[config.mk]
export PLATFORM = sky130hd
export DESIGN_NAME = imm_decode_stage_flat
export DESIGN_NICKNAME = d
export VERILOG_FILES = /design/src/rtl/imm_decode_stage_if.sv /design/src/rtl/imm_decode_stage.sv /design/src/flat_wrapper.sv
export SDC_FILE = /design/constraint.sdc
export NUM_CORES = 1
export LEC_CHECK = 0
export ABC_AREA = 1
export CAP_MARGIN = 40
export CORE_MARGIN = 2
export CORE_UTILIZATION = 46
export CTS_BUF_LIST = sky130_fd_sc_hd__clkbuf_2 sky130_fd_sc_hd__clkbuf_4 sky130_fd_sc_hd__clkbuf_8
export DETAILED_ROUTE_END_ITERATION = 16
export PLACE_DENSITY = 0.84
export SLEW_MARGIN = 20
export SYNTH_ARGS = -nofsm -noshare
export SYNTH_HDL_FRONTEND = slang
export SYNTH_SLANG_ARGS = --single-unit
[constraint.sdc]
create_clock -name clk -period 1.7 [get_ports clk]
set_input_delay 0.17 -clock clk [delete_from_list [all_inputs] [get_ports clk]]
set_output_delay 0.17 -clock clk [all_outputs]
set_load 0.01 [all_outputs]
[src/rtl/imm_decode_stage_if.sv]
// Fetch-to-decode and decode-to-execute handshake bundle for imm_decode_stage.
// The master drives instructions in and accepts decoded entries; the slave is the stage.
interface imm_decode_stage_if #(
    parameter int XLEN = 32
);
    logic            in_valid;
    logic [XLEN-1:0] in_instr;
    logic            in_ready;
    logic            flush;
    logic            out_valid;
    logic            out_ready;
    logic [XLEN-1:0] out_instr;
    logic [XLEN-1:0] out_imm;
    logic [2:0]      out_imm_type;
    logic            out_illegal;

    modport master (
        output in_valid, in_instr, flush, out_ready,
        input  in_ready, out_valid, out_instr, out_imm, out_imm_type, out_illegal
    );

    modport slave (
        input  in_valid, in_instr, flush, out_ready,
        output in_ready, out_valid, out_instr, out_imm, out_imm_type, out_illegal
    );
endinterface

[src/rtl/imm_decode_stage.sv]
// RV32I decode slot: opcode classification, immediate generation and a registered pipeline slot.
// Define IMM_DECODE_SKID_EN to add a skid entry and a registered in_ready.
module sign_extend #(
    parameter int XLEN = 32
) (
    input  logic [XLEN-1:0] i_instr,
    input  logic [2:0]      i_inst_type,
    output logic [XLEN-1:0] o_imm
);
    // Immediate assembly per RV32I format; unknown selects produce zero
    always_comb begin
        o_imm = '0;
        case (i_inst_type)
            3'b000:  o_imm = {{20{i_instr[31]}}, i_instr[7], i_instr[30:25], i_instr[11:8], 1'b0};
            3'b001:  o_imm = {{20{i_instr[31]}}, i_instr[31:20]};
            3'b010:  o_imm = {{20{i_instr[31]}}, i_instr[31:25], i_instr[11:7]};
            3'b011:  o_imm = {i_instr[31:12], 12'h000};
            3'b100:  o_imm = {{12{i_instr[31]}}, i_instr[19:12], i_instr[20], i_instr[30:21], 1'b0};
            default: o_imm = '0;
        endcase
    end
endmodule

module imm_decode_stage #(
    parameter int XLEN = 32
) (
    input  logic              clk,
    input  logic              rst_n,
    imm_decode_stage_if.slave bus
);
    typedef enum logic [1:0] {
        ST_EMPTY = 2'b00,
        ST_FULL  = 2'b01,
        ST_SKID  = 2'b10
    } state_t;

    // Returns {illegal, inst_type}
    function automatic logic [3:0] decode_opcode(input logic [6:0] op);
        logic [3:0] res;
        case (op)
            7'b1100011: res = {1'b0, 3'b000};
            7'b0010011,
            7'b0000011,
            7'b1100111,
            7'b1110011: res = {1'b0, 3'b001};
            7'b0100011: res = {1'b0, 3'b010};
            7'b0110111,
            7'b0010111: res = {1'b0, 3'b011};
            7'b1101111: res = {1'b0, 3'b100};
            7'b0110011: res = {1'b0, 3'b111};
            default:    res = {1'b1, 3'b111};
        endcase
        return res;
    endfunction

    state_t          r_state;
    state_t          w_next_state;
    logic            w_accept;
    logic            w_drain;
    logic            w_load_out;
    logic [3:0]      w_dec;
    logic [XLEN-1:0] w_imm;
    logic [XLEN-1:0] w_src_instr;
    logic [XLEN-1:0] w_src_imm;
    logic [2:0]      w_src_type;
    logic            w_src_illegal;

    logic            r_out_valid;
    logic [XLEN-1:0] r_out_instr;
    logic [XLEN-1:0] r_out_imm;
    logic [2:0]      r_out_type;
    logic            r_out_illegal;

    assign w_dec = decode_opcode(bus.in_instr[6:0]);

    sign_extend #(.XLEN(XLEN)) u_sign_extend (
        .i_instr     (bus.in_instr),
        .i_inst_type (w_dec[2:0]),
        .o_imm       (w_imm)
    );

    assign w_accept = bus.in_valid && bus.in_ready && !bus.flush;
    assign w_drain  = r_out_valid && bus.out_ready;

`ifdef IMM_DECODE_SKID_EN
    logic            r_in_ready;
    logic            w_load_skid;
    logic            w_out_from_skid;
    logic [XLEN-1:0] r_skid_instr;
    logic [XLEN-1:0] r_skid_imm;
    logic [2:0]      r_skid_type;
    logic            r_skid_illegal;

    assign bus.in_ready = r_in_ready;

    // Next-state and load selection for the two-entry slot
    always_comb begin
        w_next_state    = r_state;
        w_load_out      = 1'b0;
        w_load_skid     = 1'b0;
        w_out_from_skid = 1'b0;
        if (bus.flush) begin
            w_next_state = ST_EMPTY;
        end else begin
            case (r_state)
                ST_EMPTY: begin
                    if (w_accept) begin
                        w_next_state = ST_FULL;
                        w_load_out   = 1'b1;
                    end else begin
                        w_next_state = ST_EMPTY;
                    end
                end
                ST_FULL: begin
                    if (w_accept && w_drain) begin
                        w_next_state = ST_FULL;
                        w_load_out   = 1'b1;
                    end else if (w_accept) begin
                        w_next_state = ST_SKID;
                        w_load_skid  = 1'b1;
                    end else if (w_drain) begin
                        w_next_state = ST_EMPTY;
                    end else begin
                        w_next_state = ST_FULL;
                    end
                end
                ST_SKID: begin
                    if (w_drain) begin
                        w_next_state    = ST_FULL;
                        w_load_out      = 1'b1;
                        w_out_from_skid = 1'b1;
                    end else begin
                        w_next_state = ST_SKID;
                    end
                end
                default: w_next_state = ST_EMPTY;
            endcase
        end
    end

    // Output entry source: the older skid entry when draining from SKID
    always_comb begin
        if (w_out_from_skid) begin
            w_src_instr   = r_skid_instr;
            w_src_imm     = r_skid_imm;
            w_src_type    = r_skid_type;
            w_src_illegal = r_skid_illegal;
        end else begin
            w_src_instr   = bus.in_instr;
            w_src_imm     = w_imm;
            w_src_type    = w_dec[2:0];
            w_src_illegal = w_dec[3];
        end
    end

    // Skid entry storage and registered ready
    always_ff @(posedge clk or negedge rst_n) begin
        if (!rst_n) begin
            r_in_ready     <= 1'b1;
            r_skid_instr   <= '0;
            r_skid_imm     <= '0;
            r_skid_type    <= 3'b111;
            r_skid_illegal <= 1'b0;
        end else begin
            r_in_ready <= (w_next_state != ST_SKID);
            if (w_load_skid) begin
                r_skid_instr   <= bus.in_instr;
                r_skid_imm     <= w_imm;
                r_skid_type    <= w_dec[2:0];
                r_skid_illegal <= w_dec[3];
            end
        end
    end
`else
    // out_ready reaches in_ready combinationally so a full slot can refill while draining
    assign bus.in_ready = (r_state == ST_EMPTY) || bus.out_ready;

    // Next-state and load selection for the single slot
    always_comb begin
        w_next_state = r_state;
        w_load_out   = 1'b0;
        if (bus.flush) begin
            w_next_state = ST_EMPTY;
        end else begin
            case (r_state)
                ST_EMPTY: begin
                    if (w_accept) begin
                        w_next_state = ST_FULL;
                        w_load_out   = 1'b1;
                    end else begin
                        w_next_state = ST_EMPTY;
                    end
                end
                ST_FULL: begin
                    if (w_accept) begin
                        w_next_state = ST_FULL;
                        w_load_out   = 1'b1;
                    end else if (w_drain) begin
                        w_next_state = ST_EMPTY;
                    end else begin
                        w_next_state = ST_FULL;
                    end
                end
                default: w_next_state = ST_EMPTY;
            endcase
        end
    end

    assign w_src_instr   = bus.in_instr;
    assign w_src_imm     = w_imm;
    assign w_src_type    = w_dec[2:0];
    assign w_src_illegal = w_dec[3];
`endif

    // Slot state and registered valid
    always_ff @(posedge clk or negedge rst_n) begin
        if (!rst_n) begin
            r_state     <= ST_EMPTY;
            r_out_valid <= 1'b0;
        end else begin
            r_state     <= w_next_state;
            r_out_valid <= (w_next_state != ST_EMPTY);
        end
    end

    // Output entry data; holds while stalled
    always_ff @(posedge clk or negedge rst_n) begin
        if (!rst_n) begin
            r_out_instr   <= '0;
            r_out_imm     <= '0;
            r_out_type    <= 3'b111;
            r_out_illegal <= 1'b0;
        end else if (w_load_out) begin
            r_out_instr   <= w_src_instr;
            r_out_imm     <= w_src_imm;
            r_out_type    <= w_src_type;
            r_out_illegal <= w_src_illegal;
        end
    end

    assign bus.out_valid    = r_out_valid;
    assign bus.out_instr    = r_out_instr;
    assign bus.out_imm      = r_out_imm;
    assign bus.out_imm_type = r_out_type;
    assign bus.out_illegal  = r_out_illegal;
endmodule

[src/flat_wrapper.sv]
// flat-port wrapper written by rule: the top's interface ports become plain ports
module imm_decode_stage_flat 
#(
    parameter int XLEN = 32
)
  (clk, rst_n, bus_in_valid, bus_in_instr, bus_flush, bus_out_ready, bus_in_ready, bus_out_valid, bus_out_instr, bus_out_imm, bus_out_imm_type, bus_out_illegal);
  imm_decode_stage_if #(.XLEN(XLEN)) bus_i ();
  input  logic clk;
  input  logic rst_n;
  input wire logic [$bits(bus_i.in_valid)-1:0] bus_in_valid;
  input wire logic [$bits(bus_i.in_instr)-1:0] bus_in_instr;
  input wire logic [$bits(bus_i.flush)-1:0] bus_flush;
  input wire logic [$bits(bus_i.out_ready)-1:0] bus_out_ready;
  output wire logic [$bits(bus_i.in_ready)-1:0] bus_in_ready;
  output wire logic [$bits(bus_i.out_valid)-1:0] bus_out_valid;
  output wire logic [$bits(bus_i.out_instr)-1:0] bus_out_instr;
  output wire logic [$bits(bus_i.out_imm)-1:0] bus_out_imm;
  output wire logic [$bits(bus_i.out_imm_type)-1:0] bus_out_imm_type;
  output wire logic [$bits(bus_i.out_illegal)-1:0] bus_out_illegal;
  assign bus_i.in_valid = bus_in_valid;
  assign bus_i.in_instr = bus_in_instr;
  assign bus_i.flush = bus_flush;
  assign bus_i.out_ready = bus_out_ready;
  assign bus_in_ready = bus_i.in_ready;
  assign bus_out_valid = bus_i.out_valid;
  assign bus_out_instr = bus_i.out_instr;
  assign bus_out_imm = bus_i.out_imm;
  assign bus_out_imm_type = bus_i.out_imm_type;
  assign bus_out_illegal = bus_i.out_illegal;
  imm_decode_stage #(.XLEN(XLEN)) u_core (.clk(clk), .rst_n(rst_n), .bus(bus_i));
endmodule
# [Word-level counts from Yosys, hierarchy flattened]
# Cells that the tools add are included.
# Widths: inputs -> output; s select.
[op_classes] n_reduce_logical=11 muxes=10 eq_ne=15
[ops] cell="$pmux 32 s5" count=1
[ops] cell="$eq 7x7->1 const B" count=4
[ops] cell="$pmux 4 s6" count=1
[ops] cell="$eq 7x6->1 const B" count=3
[ops] cell="$eq 7x5->1 const B" count=2
[ops] cell="$eq 7x2->1 const B" count=1
[ops] cell="$eq 3x2->1 const B" count=2
[ops] cell="$mux 1" count=5
[ops] cell="$mux 2" count=2
[ops] cell="$pmux 2 s2" count=1
[ops] cell="$reduce_or 2->1" count=2
[ops] cell="$reduce_or 4->1" count=1
[ops] cell="$eq 3x1->1 const B" count=1
[ops] cell="$eq 3x3->1 const B" count=1
[ops] cell="$logic_and 1x1->1" count=3
[ops] cell="$logic_not 3->1" count=1
[ops] cell="$eq 2x1->1 const B" count=1
[ops] cell="$logic_not 2->1" count=1
[ops] cell="$reduce_bool 2->1" count=1
[ops] cell="$logic_not 1->1" count=1
[ops] cell="$logic_or 1x1->1" count=1
[totals] out_inout_bits=70 inputBits=37 regBits=71 wordCells=42

# [Logic depth before layout (Yosys ltp)]
[depth] ltp_word=8 depth_mapped=10 ltp_nobuf=10

# [Hierarchy]
# Synthesis repeated with hierarchy kept, for this count alone.
[hier_totals] cells_unflattened=431 area_unflattened_um2=3206.8
[modules_own_cells] module="imm_decode_stage" area_each_um2=2763.9 seq_area_each_um2=1730.4 cells_per_inst=331 n_inst=1
[modules_own_cells] module="sign_extend" area_each_um2=442.9 seq_area_each_um2=0.0 cells_per_inst=100 n_inst=1

# [Worst setup path before layout]
# Ideal clock, no wire load.
[synth_timing] path_kind="reg-to-reg" startpoint="reg u_core.bus.out_valid (netlist name)" endpoint="reg u_core.r_out_instr[26] (netlist: u_core.bus.out_instr[26])" path_buffers=2 required_time_ns=1.583 path_stages_with_launch=9 synth_period_minus_slack_ns=1.373 arrival_ns=1.256 setup_time_ns=0.117 path_slack_ns=0.327 cell_sequence="dfrtp_1 inv_1 nor2_1 nor3_4 inv_2 buf_2 buf_4 nand2_1 nand2_1"
[synth_rtl] item="to (signal assigned)" line="imm_decode_stage.sv:234" text="r_out_instr <= w_src_instr;"
[synth_rtl] item="to (decl)" line="imm_decode_stage.sv:69" text="logic [XLEN-1:0] r_out_instr;"

# [Worst setup path in the final report]
[layout_timing] startpoint="reg u_core.r_out_type[2] (netlist: u_core.bus.out_imm_type[2])" endpoint="out bus_out_imm_type[2]"
[layout_rtl] item="from (decl)" line="imm_decode_stage.sv:71" text="logic [2:0] r_out_type;"
[layout_rtl] item="from (signal assigned)" line="imm_decode_stage.sv:236" text="r_out_type <= w_src_type;"
[layout_rtl] item="to (decl)" line="flat_wrapper.sv:18" text="output wire logic [$bits(bus_i.out_imm_type)-1:0] bus_out_imm_type;"
# No word-level cell between the ends.

==> out/summary.txt <==
Final count of hold timing violations: 0
Initial DRC count: 212
Async S/R FF share, synth: 1.00
H-Tree Depth: 3
CP Launch Type: flop
Antenna-violating nets left: 0
Internal power: 3.17 mW
Root Buffer: clkbuf_8
Clk pin slew, worst setup/hold paths: 70 ps
Reg2reg end: u_core.bus.out_imm[7]
Metal2 WL: 3880 um
Crit. path cell count: 1
Critical Path Max Stage Delay: 570 ps
PD cells: 923 mW/mm^2
Slew HR: 0.761
Area of the multi-input gates: 0.00127 mm^2
Net Sw Frac: 0.254
Yosys warnings: 0
Post-Place Worst Slack: -35.5 ps
Clock Power Share: 0.357
GR Overflow Total: 0
Area Overhead vs Synth: 44.9%
DRT Wirelength: 8140 um
Max layer used: met4
Syn nets: 425
Family with the most delay on the worst path: buffers and inverters
Routability cong.: 0.855
Die Area: 0.00760 mm^2
CP Class: flop to output port
Area contributors post-synth: dfrtp_1 (52%), nand2_1 (25%), nand3_2 (3.8%)
Clock buffer depth: 2
Status: finished, final reports clean
Mapped Area: 0.00318 mm^2
FF+latch count, synth: 69
CP max FO: 2
Post-Syn Instances: 388
Worst hold path class: input pin to async pin
Worst path slowest cell: clkdlybuf4s50_1
Vias per cell: 4.90
Final count of pins violating max slew: 0
Clock net sink count: 69
Total CTS buffers: 9
Yosys top cell area share: 0.519
CP required: 1530 ps
Post-synth top area cell: dfrtp_1
Synth cell count leaders: nand2_1 (211), dfrtp_1 (66), o21ai_0 (18)
Worst Tran Pin Value: 358 ps
Mean Syn Cell Area: 8.20 um^2
DR pass1 iterations: 4
F_max: 0.619 GHz
Met1 WL: 3610 um
Unique masters post-synth: 23
Final period utilization: 0.950
Largest net degree at the start of global routing: 80
Worst Setup Slack, final: 84.5 ps
Routed WL per cell: 13.9 um
CTS tree: yes
Total of max-cap violations: 0
Nets: 537
Die Ht: 87.2 um
Final setup violation count: 0
DIE WIDTH: 87.2 um
IO Pins: 107
Worst R2R Setup Slack: 420 ps
Initial Util: 0.471
HPWL after DPL: 5740 um
DRC: 0
FF/Latch Area: 0.00173 mm^2
Worst vdd ir: 0.443 mV
Post-route minimum period: 1620 ps
Core Box Area: 0.00676 mm^2
RSZ-0062 raised after global routing: false
First-pass GRT wire length: 13300 um
Most used DFF post-synth: dfrtp_1
Leakage: 2.41 nW
RR Startpoint: u_core.bus.out_valid
Combinational share of power: 0.196
Seq pwr share: 0.447
Total Routing Usage GR: 0.227
Sequential fraction of the synthesis area: 0.544
Worst Path Buf+Inv: 1
Via count: 2868
R2R depth: 6
EDFF count, synth: 0
Met3 wire length: 595 um
CP endpoint: bus_out_imm_type[2]
CP Launch Point: u_core.bus.out_imm_type[2]
CP endpoint kind: output port
Setup TNS: 0 ps
Vias in the first global route: 2761
Number of antenna diodes: 0
Skew-Pair Late Insertion Delay: 340 ps
Row Count: 30
WP data arrival: 1450 ps
IO Port Bufs: 106
Share of cells above drive strength 1: 0.123
Critical path, cell by cell: clkdlybuf4s50_1
Switching pwr: 1.08 mW
Worst clock skew: 10.2 ps
# fillers: 547
Initial antenna violation count: 0
Most instantiated library cell after synthesis: nand2_1
power groups by stage:
stage / combinational [mW] / sequential, mW / clock, mW
2_1_floorplan: 0.228 / 2.00 / 0
3_3_place_gp: 0.820 / 1.92 / 0
3_5_place_dp: 0.842 / 1.93 / 0
4_1_cts: 0.847 / 1.90 / 1.55
5_1_grt: 0.912 / 1.92 / 1.63
6_report: 0.835 / 1.90 / 1.52
metal layers:
metal,global-route usage,up-vias
met5,0,-
met4,0.0769,0
met3,0.0664,5
met2,0.348,93
met1,0.311,1352
li1,-,1418
kinds of logic after synthesis:
group / count (synthesis) / synth area share
AND/OR/NAND/NOR: 261 / 0.363
flip-flops: 69 / 0.544
buffers and inverters: 35 / 0.0570
AO/OA/AOI/OAI: 23 / 0.0362
how the worst min path moves through the flow:
| stage | from | endpoint | slack (ps) |
|---|---|---|---|
| after floorplan | rst_n | u_core.bus.out_illegal | -130 |
| after global placement | rst_n | u_core.bus.out_instr[28] | 210 |
| after detailed placement | rst_n | u_core.bus.out_instr[24] | 220 |
| after CTS | rst_n | u_core.bus.out_instr[24] | 390 |
| after global routing | rst_n | u_core.bus.out_instr[28] | 400 |
| final | rst_n | u_core.bus.out_imm[6] | 380 |
metrics by stage:
step	hold WS (ps)	cell area, um^2	util	instances	total power, mW
2_1_floorplan	-126	3180	-	388	2.23
3_3_place_gp	214	4370	0.647	568	2.74
3_5_place_dp	222	4370	0.647	568	2.77
4_1_cts	385	4610	0.682	585	4.29
5_1_grt	403	4610	0.682	585	4.46
6_report	376	4610	0.682	585	4.25
area by class of cell:
cell class | count | share of cell area
Clock inverter | 4 | 0.0152
Clock buffer | 12 | 0.0345
Tap cell | 80 | 0.0217
Multi-Input combinational cell | 284 | 0.276
Sequential cell | 69 | 0.375
Timing Repair Buffer | 118 | 0.263
Inverter | 18 | 0.0147
repair_timing:
| action | in CTS | in global routing |
|---|---|---|
| endpoints found under the setup margin | 1 | 0 |
| gates resized for setup | 1 | 0 |
| endpoints found under the hold margin | 66 | 0 |
| setup buffers | 0 | 0 |
| hold buffers | 1 | 0 |
placed cells by master (no fill, tap or decap), drive strengths merged, types with 2 or more instances in the layout:
master / netlist / routed
clkbuf: 4 / 12
nand2: 218 / 218
o21ai: 22 / 22
clkinv: 0 / 2
nor2: 12 / 12
bufinv: 0 / 2
nand3: 28 / 28
dfrtp: 66 / 66
inv: 18 / 18
buf: 13 / 12
dfstp: 3 / 3
clkdlybuf4s50: 0 / 105
nor3: 3 / 3
registers in the layout, indices dropped and copies added (netlist names):
signal	count
u_core.bus.out_valid	1
u_core.bus.out_imm	32
u_core.bus.out_instr	32
u_core.bus.out_illegal	1
u_core.bus.out_imm_type	3
(Power assumes the default switching activity.)
